[src/rtl/regfile_dump_reader.sv]
`default_nettype none
// ============================================================================
//  Module      : regfile_dump_reader
//  Description : Read-side sequencer for the CPU register file. A Start pulse
//                in IDLE walks addresses FIRST_REG..LAST_REG over a single
//                combinational read port. Each (address, data) pair is
//                streamed out on a valid/ready channel for debug and trace.
//  Ports       : CLK       - clock, rising edge
//                clrn      - synchronous active-high reset
//                Start     - begin a dump (only honoured in IDLE)
//                Abort     - cancel a dump in progress
//                Busy      - high whenever not IDLE
//                ReadReg   - register file read address
//                ReadData  - register file read data for ReadReg
//                OutValid  - OutAddr/OutData/OutLast valid
//                OutReady  - consumer accept
//                OutAddr   - address of presented word
//                OutData   - captured register value
//                OutLast   - presented word is LAST_REG
//                Done      - one-cycle pulse after the last word is accepted
//  Revision    : 1.0 - initial release
// ============================================================================
module regfile_dump_reader #(
    parameter int ADDR_W    = 5,
    parameter int DATA_W    = 32,
    parameter int FIRST_REG = 0,
    parameter int LAST_REG  = 31
) (
    input  logic              CLK,
    input  logic              clrn,
    input  logic              Start,
    input  logic              Abort,
    output logic              Busy,
    output logic [ADDR_W-1:0] ReadReg,
    input  logic [DATA_W-1:0] ReadData,
    output logic              OutValid,
    input  logic              OutReady,
    output logic [ADDR_W-1:0] OutAddr,
    output logic [DATA_W-1:0] OutData,
    output logic              OutLast,
    output logic              Done
);

    localparam logic [ADDR_W-1:0] c_FIRST = ADDR_W'(FIRST_REG);
    localparam logic [ADDR_W-1:0] c_LAST  = ADDR_W'(LAST_REG);

    localparam logic [1:0] c_IDLE    = 2'd0;
    localparam logic [1:0] c_READ    = 2'd1;
    localparam logic [1:0] c_PRESENT = 2'd2;
    localparam logic [1:0] c_DONE    = 2'd3;

    logic [1:0] r_state;

    assign Busy = (r_state != c_IDLE);

    always_ff @(posedge CLK) begin
        if (clrn) begin
            r_state  <= c_IDLE;
            ReadReg  <= c_FIRST;
            OutValid <= 1'b0;
            OutAddr  <= '0;
            OutData  <= '0;
            OutLast  <= 1'b0;
            Done     <= 1'b0;
        end else begin
            // Done is only ever raised on the PRESENT->DONE transition, so it
            // naturally lasts exactly one cycle (the DONE state itself).
            Done <= 1'b0;
            case (r_state)
                c_IDLE: begin
                    if (Start) begin
                        ReadReg <= c_FIRST;
                        r_state <= c_READ;
                    end
                end
                c_READ: begin
                    if (Abort) begin
                        r_state <= c_IDLE;
                    end else begin
                        // Snapshot the register now; later writes to this
                        // register are not reflected in the presented word.
                        OutData  <= ReadData;
                        OutAddr  <= ReadReg;
                        OutLast  <= (ReadReg == c_LAST);
                        OutValid <= 1'b1;
                        r_state  <= c_PRESENT;
                    end
                end
                c_PRESENT: begin
                    // Abort has priority over a simultaneous accept: the
                    // word is treated as not delivered.
                    if (Abort) begin
                        OutValid <= 1'b0;
                        r_state  <= c_IDLE;
                    end else if (OutReady) begin
                        OutValid <= 1'b0;
                        if (OutLast) begin
                            Done    <= 1'b1;
                            r_state <= c_DONE;
                        end else begin
                            ReadReg <= ReadReg + 1'b1;
                            r_state <= c_READ;
                        end
                    end
                end
                c_DONE: begin
                    r_state <= c_IDLE;
                end
                default: begin
                    r_state <= c_IDLE;
                end
            endcase
        end
    end

endmodule
`default_nettype wire
[config.mk]
export PLATFORM = sky130hd
export DESIGN_NAME = regfile_dump_reader
export DESIGN_NICKNAME = d
export VERILOG_FILES = /design/src/rtl/regfile_dump_reader.sv
export SDC_FILE = /design/constraint.sdc
export NUM_CORES = 1
export LEC_CHECK = 0
export BUFFER_PORTS_ARGS = -buffer_cell sky130_fd_sc_hd__buf_2
export CORE_MARGIN = 4
export CORE_UTILIZATION = 46
export DETAILED_ROUTE_END_ITERATION = 10
export GPL_ROUTABILITY_DRIVEN = 1
export PLACE_DENSITY = 0.79
export SYNTH_ARGS = -nofsm -noshare
export SYNTH_HDL_FRONTEND = slang
export SYNTH_SLANG_ARGS = --single-unit
[constraint.sdc]
create_clock -name CLK -period 1.45 [get_ports CLK]
set_input_delay 0.145 -clock CLK [delete_from_list [all_inputs] [get_ports CLK]]
set_output_delay 0.145 -clock CLK [all_outputs]
set_load 0.02 [all_outputs]
# Yosys cells after proc, flatten, opt, wreduce, memory -nomap -nowiden
# Cells that the tools add are included.
[totals]
ff_bits = 47
output_inout_bits = 46
[op_classes]
addsub = 1
n_eq_ne = 10
muxes = 16
n_bitwise = 3
reduce_logical = 9
[ops]
columns = ["cell", "count"]
rows = [
  ["2-to-1 mux 5 bit", 4],
  ["2-to-1 mux 2 bit", 5],
  ["inequality test 2 bit, second input constant", 5],
  ["case mux 5 bit (2 select lines)", 1],
  ["case mux 2 bit (4 select lines)", 1],
  ["nonzero test 2 bit", 3],
  ["adder 5 x 1 -> 5 bit, second input constant", 1],
  ["equality test 5 bit, second input constant", 1],
  ["AND reduction 5 bit", 1],
  ["equality test 2 bit, second input constant", 2],
  ["2-to-1 mux 1 bit", 4],
  ["AND reduction 2 bit", 2],
  ["OR reduction 4 bit", 1],
  ["inequality test 3 bit, second input constant", 1],
  ["inverter 1 bit", 3],
  ["AND reduction 3 bit", 1],
  ["equality test 2 x 1 -> 1 bit, second input constant", 1],
  ["logical NOT 2 bit", 1],
  ["case mux 1 bit (2 select lines)", 1],
]

# Depth between registers and ports, before layout
[depth]
ltp_word = 5
ltp_mapped = 6
ltp_nobuf = 5

# Worst setup path before layout
# OpenSTA, ideal clock, no wires.
[synth_path]
path_type = "register to register"
startpoint = "register ReadReg[1]"
endpoint = "register ReadReg[4]"
arrival_ps = 1304
setup_slack_ps = 14
path_stages_with_launch = 6
path_buffers = 0
synth_period_minus_slack_ps = 1436
path_cell_list = "dfxtp_1 ha_1 and3_1 ha_1 a32oi_1 a21oi_1"
[synth_between]
elab_chain_cells = 5
[synth_lines]
columns = ["item", "line_no", "source"]
rows = [
  ["from (decl)", "34", "output logic [ADDR_W-1:0] ReadReg,"],
  ["from (signal assigned)", "59", "ReadReg <= c_FIRST;"],
  ["from (signal assigned)", "72", "ReadReg <= c_FIRST;"],
  ["from (signal assigned)", "101", "ReadReg <= ReadReg + 1'b1;"],
  ["adder 5 x 1 -> 5 bit", "101", ""],
  ["2-to-1 mux 5 bit", "97", "if (OutLast) begin"],
  ["2-to-1 mux 5 bit", "95", "end else if (OutReady) begin"],
  ["2-to-1 mux 5 bit", "92", "if (Abort) begin"],
  ["case mux 5 bit (2 select lines)", "69", "case (r_state)"],
]
# Every way passes these cells. The select of a mux whose other input is x is not followed.
# A chain may end at the register's enable or synchronous reset.

# Worst setup path after layout
[layout_path]
startpoint = "register r_state[1]"
endpoint = "output Busy"
[layout_between]
elab_chain_cells = 1
[layout_lines]
columns = ["item", "line_no", "source"]
rows = [
  ["from (decl)", "52", "logic [1:0] r_state;"],
  ["from (signal assigned)", "58", "r_state <= c_IDLE;"],
  ["from (signal assigned)", "73", "r_state <= c_READ;"],
  ["from (signal assigned)", "78", "r_state <= c_IDLE;"],
  ["nonzero test 2 bit", "54", "assign Busy = (r_state != c_IDLE);"],
  ["to (decl)", "33", "output logic Busy,"],
]
# Every way passes these cells.

==> impl_metrics.csv <==
group,metric,value,unit
run_status,status,"completed",
sta,fin_crit,1.39,ns
grt,grt_pass1_vias,1620,
power_and_ir_drop,leakagePower,1.08,nW
worst_hold_path,hold_end,"OutData[29]$_SDFFE_PP0P_",
route,wire_per_inst,12.0,um
floorplanning,placeableCoreArea,3740,um2
job,maxCapViolCount,0,
floorplanning,rows,22,
critical_path,crit_slowest_cell,"dfxtp_2",
route,vias_per_cell,4.97,
critical_path,rrSetupSlack,0.10,ns
clock_network,cts_buffer_depth,2,
layout,finish.utilization,63.7,%
layout,final_cell_area,2390,um2
critical_path,cp.arrival,1.24,ns
clock_network,clk_latency,0.29,ns
power_and_ir_drop,vdd_drop_max,0.886,mV
critical_path,r2r-end,"ReadReg[4]$_SDFFE_PP0P_",
layout,final_common_cell,"buf_2",
sta,fmaxAchievable,721,MHz
critical_path,critPathCaptureType,"primary output",
sta,hold_ws,0.0807,ns
route,drtAntennaViolNets,0,
grt,grt_use_total,17.0,%
layout,final_cell_mix,"buf_2 (82), nand2_1 (77), dfxtp_1 (46), a21oi_1 (42), buf_4 (12)",
critical_path,worstPathMaxFanout,9,
synth,yosysTopAreaCellShare,51.9,%
power_and_ir_drop,power.density,1050,nW/um2
synth,netlist_area,1810,um2
synth,avgSynthCellArea,8.24,um2
synth,ys_ff_latch,47,
synth,synth_cell_types,30,
placed_design,numPortBuffers,82,
route,firstDrtPassIters,6,
layout,num_antenna_cells,0,
clock_network,numClockSinks,47,
synth,ys_seq_area_share,51.9,%
worst_hold_path,worstHoldPathCells,3,
grt,overflow,0,
layout,areaGrowthSynthToFinish,31.7,%
floorplanning,die_h,70.8,um
floorplanning,io_pins,83,
clock_network,cts_tree,"done",
grt,grt_pass1_wl,7000,um
placed_design,dp.cells,346,
placed_design,placed_cell_area,2280,um2
synth,synthCells,220,
critical_path,cp_data_required_time,1.31,ns
worst_hold_path,hold_class,"input pin to register",
layout,drive_gt1_share,33.8,%
route,vias,1755,
sta,grt_setup_unrepaired,"no",
critical_path,cp-start-kind,"register",
synth,ys_top_cells_by_area,"dfxtp_1 (52%), nand2_1 (16%), a21oi_1 (12%)",
sta,skew,0.00333,ns
clock_network,root_buffer,"clkbuf_8",
critical_path,reg2reg_depth,5,
layout,stdcell_count,353,
route,drt-initial-drc-count,126,
placed_design,dpl.hpwl,3030,um
sta,tns,0,ns
floorplanning,die_w,70.8,um
critical_path,max_stage_delay,0.36,ns
floorplanning,initial_utilization,48.4,%
sta,tightest_slew,0.491,ns
clock_network,htreeDepth,2,
layout,fin_nets,344,
route,finalWirelength,4250,um
placed_design,gp_congestion,0.745,
synth,synth_warnings,0,
floorplanning,fp.dieArea,5010,um2
critical_path,worstPathCellList,"buf_4 > or2_2 > buf_2",
critical_path,timing.rr.start,"ReadReg[0]$_SDFFE_PP0P_",
clock_network,cts_buffers,5,
synth,synth.net_count,259,
synth,yosys.area.top_type,"dfxtp_1",
grt,grt_max_degree,47,
clock_network,clkTransAtPathRegs,0.08,ns
grt,antenna_found_initial,0,
sta,slew_violations,0,
layout,fill_cells,352,
sta,slew_headroom,66.8,%
worst_hold_path,min-delay-start,"ReadData[29]",
clock_network,postCtsSetupRepairBufs,0,
sta,setup_violations,0,
sta,report.final.hold_viol_count,0,
route,drc,0,
critical_path,path_class,"register to primary output",
sta,fin_crit_sh,95.7,%
## timing repair
item | 4_1_cts | 5_1_grt
gates resized for setup | 0 | 1
hold buffers | 0 | 0
setup endpoints to repair | 0 | 1
endpoints found under the hold margin | 0 | 0
## power by group
| group | switching (W) | total [W] | internal, W |
|---|---|---|---|
| Clock | 0.000397 | 0.000903 | 0.000505 |
| Combinational | 0.000152 | 0.000258 | 0.000106 |
| Sequential | 0.0000166 | 0.00134 | 0.00132 |
| Total | 0.000566 | 0.00250 | 0.00193 |
## stage by stage
step,setup WS (ns),power [W]
floorplan,0.0143,0.00152
global placement,0.138,0.00163
detailed placement,0.102,0.00163
CTS,0.00800,0.00253
global route,0.00423,0.00262
finish,0.0621,0.00250
## cells in the mapped netlist (all sizes together)
master,count
nand3b,2
nor2,1
nor2b,2
or2,1
clkbuf,8
a211oi,2
nor4b,1
nor3b,2
and3,3
o22ai,1
o31ai,1
nand4bb,1
a221oi,2
a32oi,2
inv,2
nand3,3
buf,8
nand2b,5
ha,2
nand4,1
dfxtp,47
o21ai,1
a21oi,42
o21bai,1
or3b,1
o32ai,1
nand2,77
## flip-flops by register name, summed over array words and instances, names as in the netlist
signal,flops
OutData,32
OutAddr,5
ReadReg,5
r_state,2
Done,1
OutLast,1
OutValid,1
## critical path, delay by kind of cell, from the launching register on
family / cells / cell delay [ns]
and+or+nand+nor: 1 / 0.28
DFF: 1 / 0.36
buffers and inverters: 2 / 0.31
## routing by layer
metal / share of wire, % / vias to the layer above / global-route usage, %
met2: 46 / 72 / 28.1
met4: 0.94 / 0 / 6.26
met1: 43 / 776 / 20.4
met3: 10 / 4 / 5.97
met5: 0 / - / 0
li1: - / 903 / -
## cell families after synthesis
family,Yosys count,share of synthesized area (%)
AND/OR/NAND/NOR,100,24.7
AO/OA/AOI/OAI,53,16.3
flip-flops,47,51.9
buffers and inverters,18,5.73
adder cells (fa/ha/maj),2,1.38
## how the worst max path moves through the flow
stage	slack, ns	end	depth (start not counted)	start
after detailed placement	0.10	ReadReg[4]$_SDFFE_PP0P_	5	ReadReg[0]$_SDFFE_PP0P_
after CTS	0.008	Busy	3	r_state[1]$_SDFFE_PP0P_
after global routing	0.004	OutData[10]$_SDFFE_PP0P_	5	r_state[0]$_SDFFE_PP0P_
after floorplan	0.01	ReadReg[4]$_SDFFE_PP0P_	5	ReadReg[1]$_SDFFE_PP0P_
final	0.06	Busy	3	r_state[1]$_SDFFE_PP0P_
after global placement	0.14	ReadReg[4]$_SDFFE_PP0P_	5	ReadReg[0]$_SDFFE_PP0P_
## area by class of cell
type / instances / area [um2] / area share (%)
sequential: 47 / 942 / 39.5
inverter: 2 / 7.51 / 0.315
tap: 48 / 60.1 / 2.52
clock buffer: 6 / 72.6 / 3.04
timing repair buffer: 94 / 500 / 21.0
clock inverter: 1 / 30.0 / 1.26
multi-input combinational: 155 / 773 / 32.4
Power figures use the tool's default switching activity.
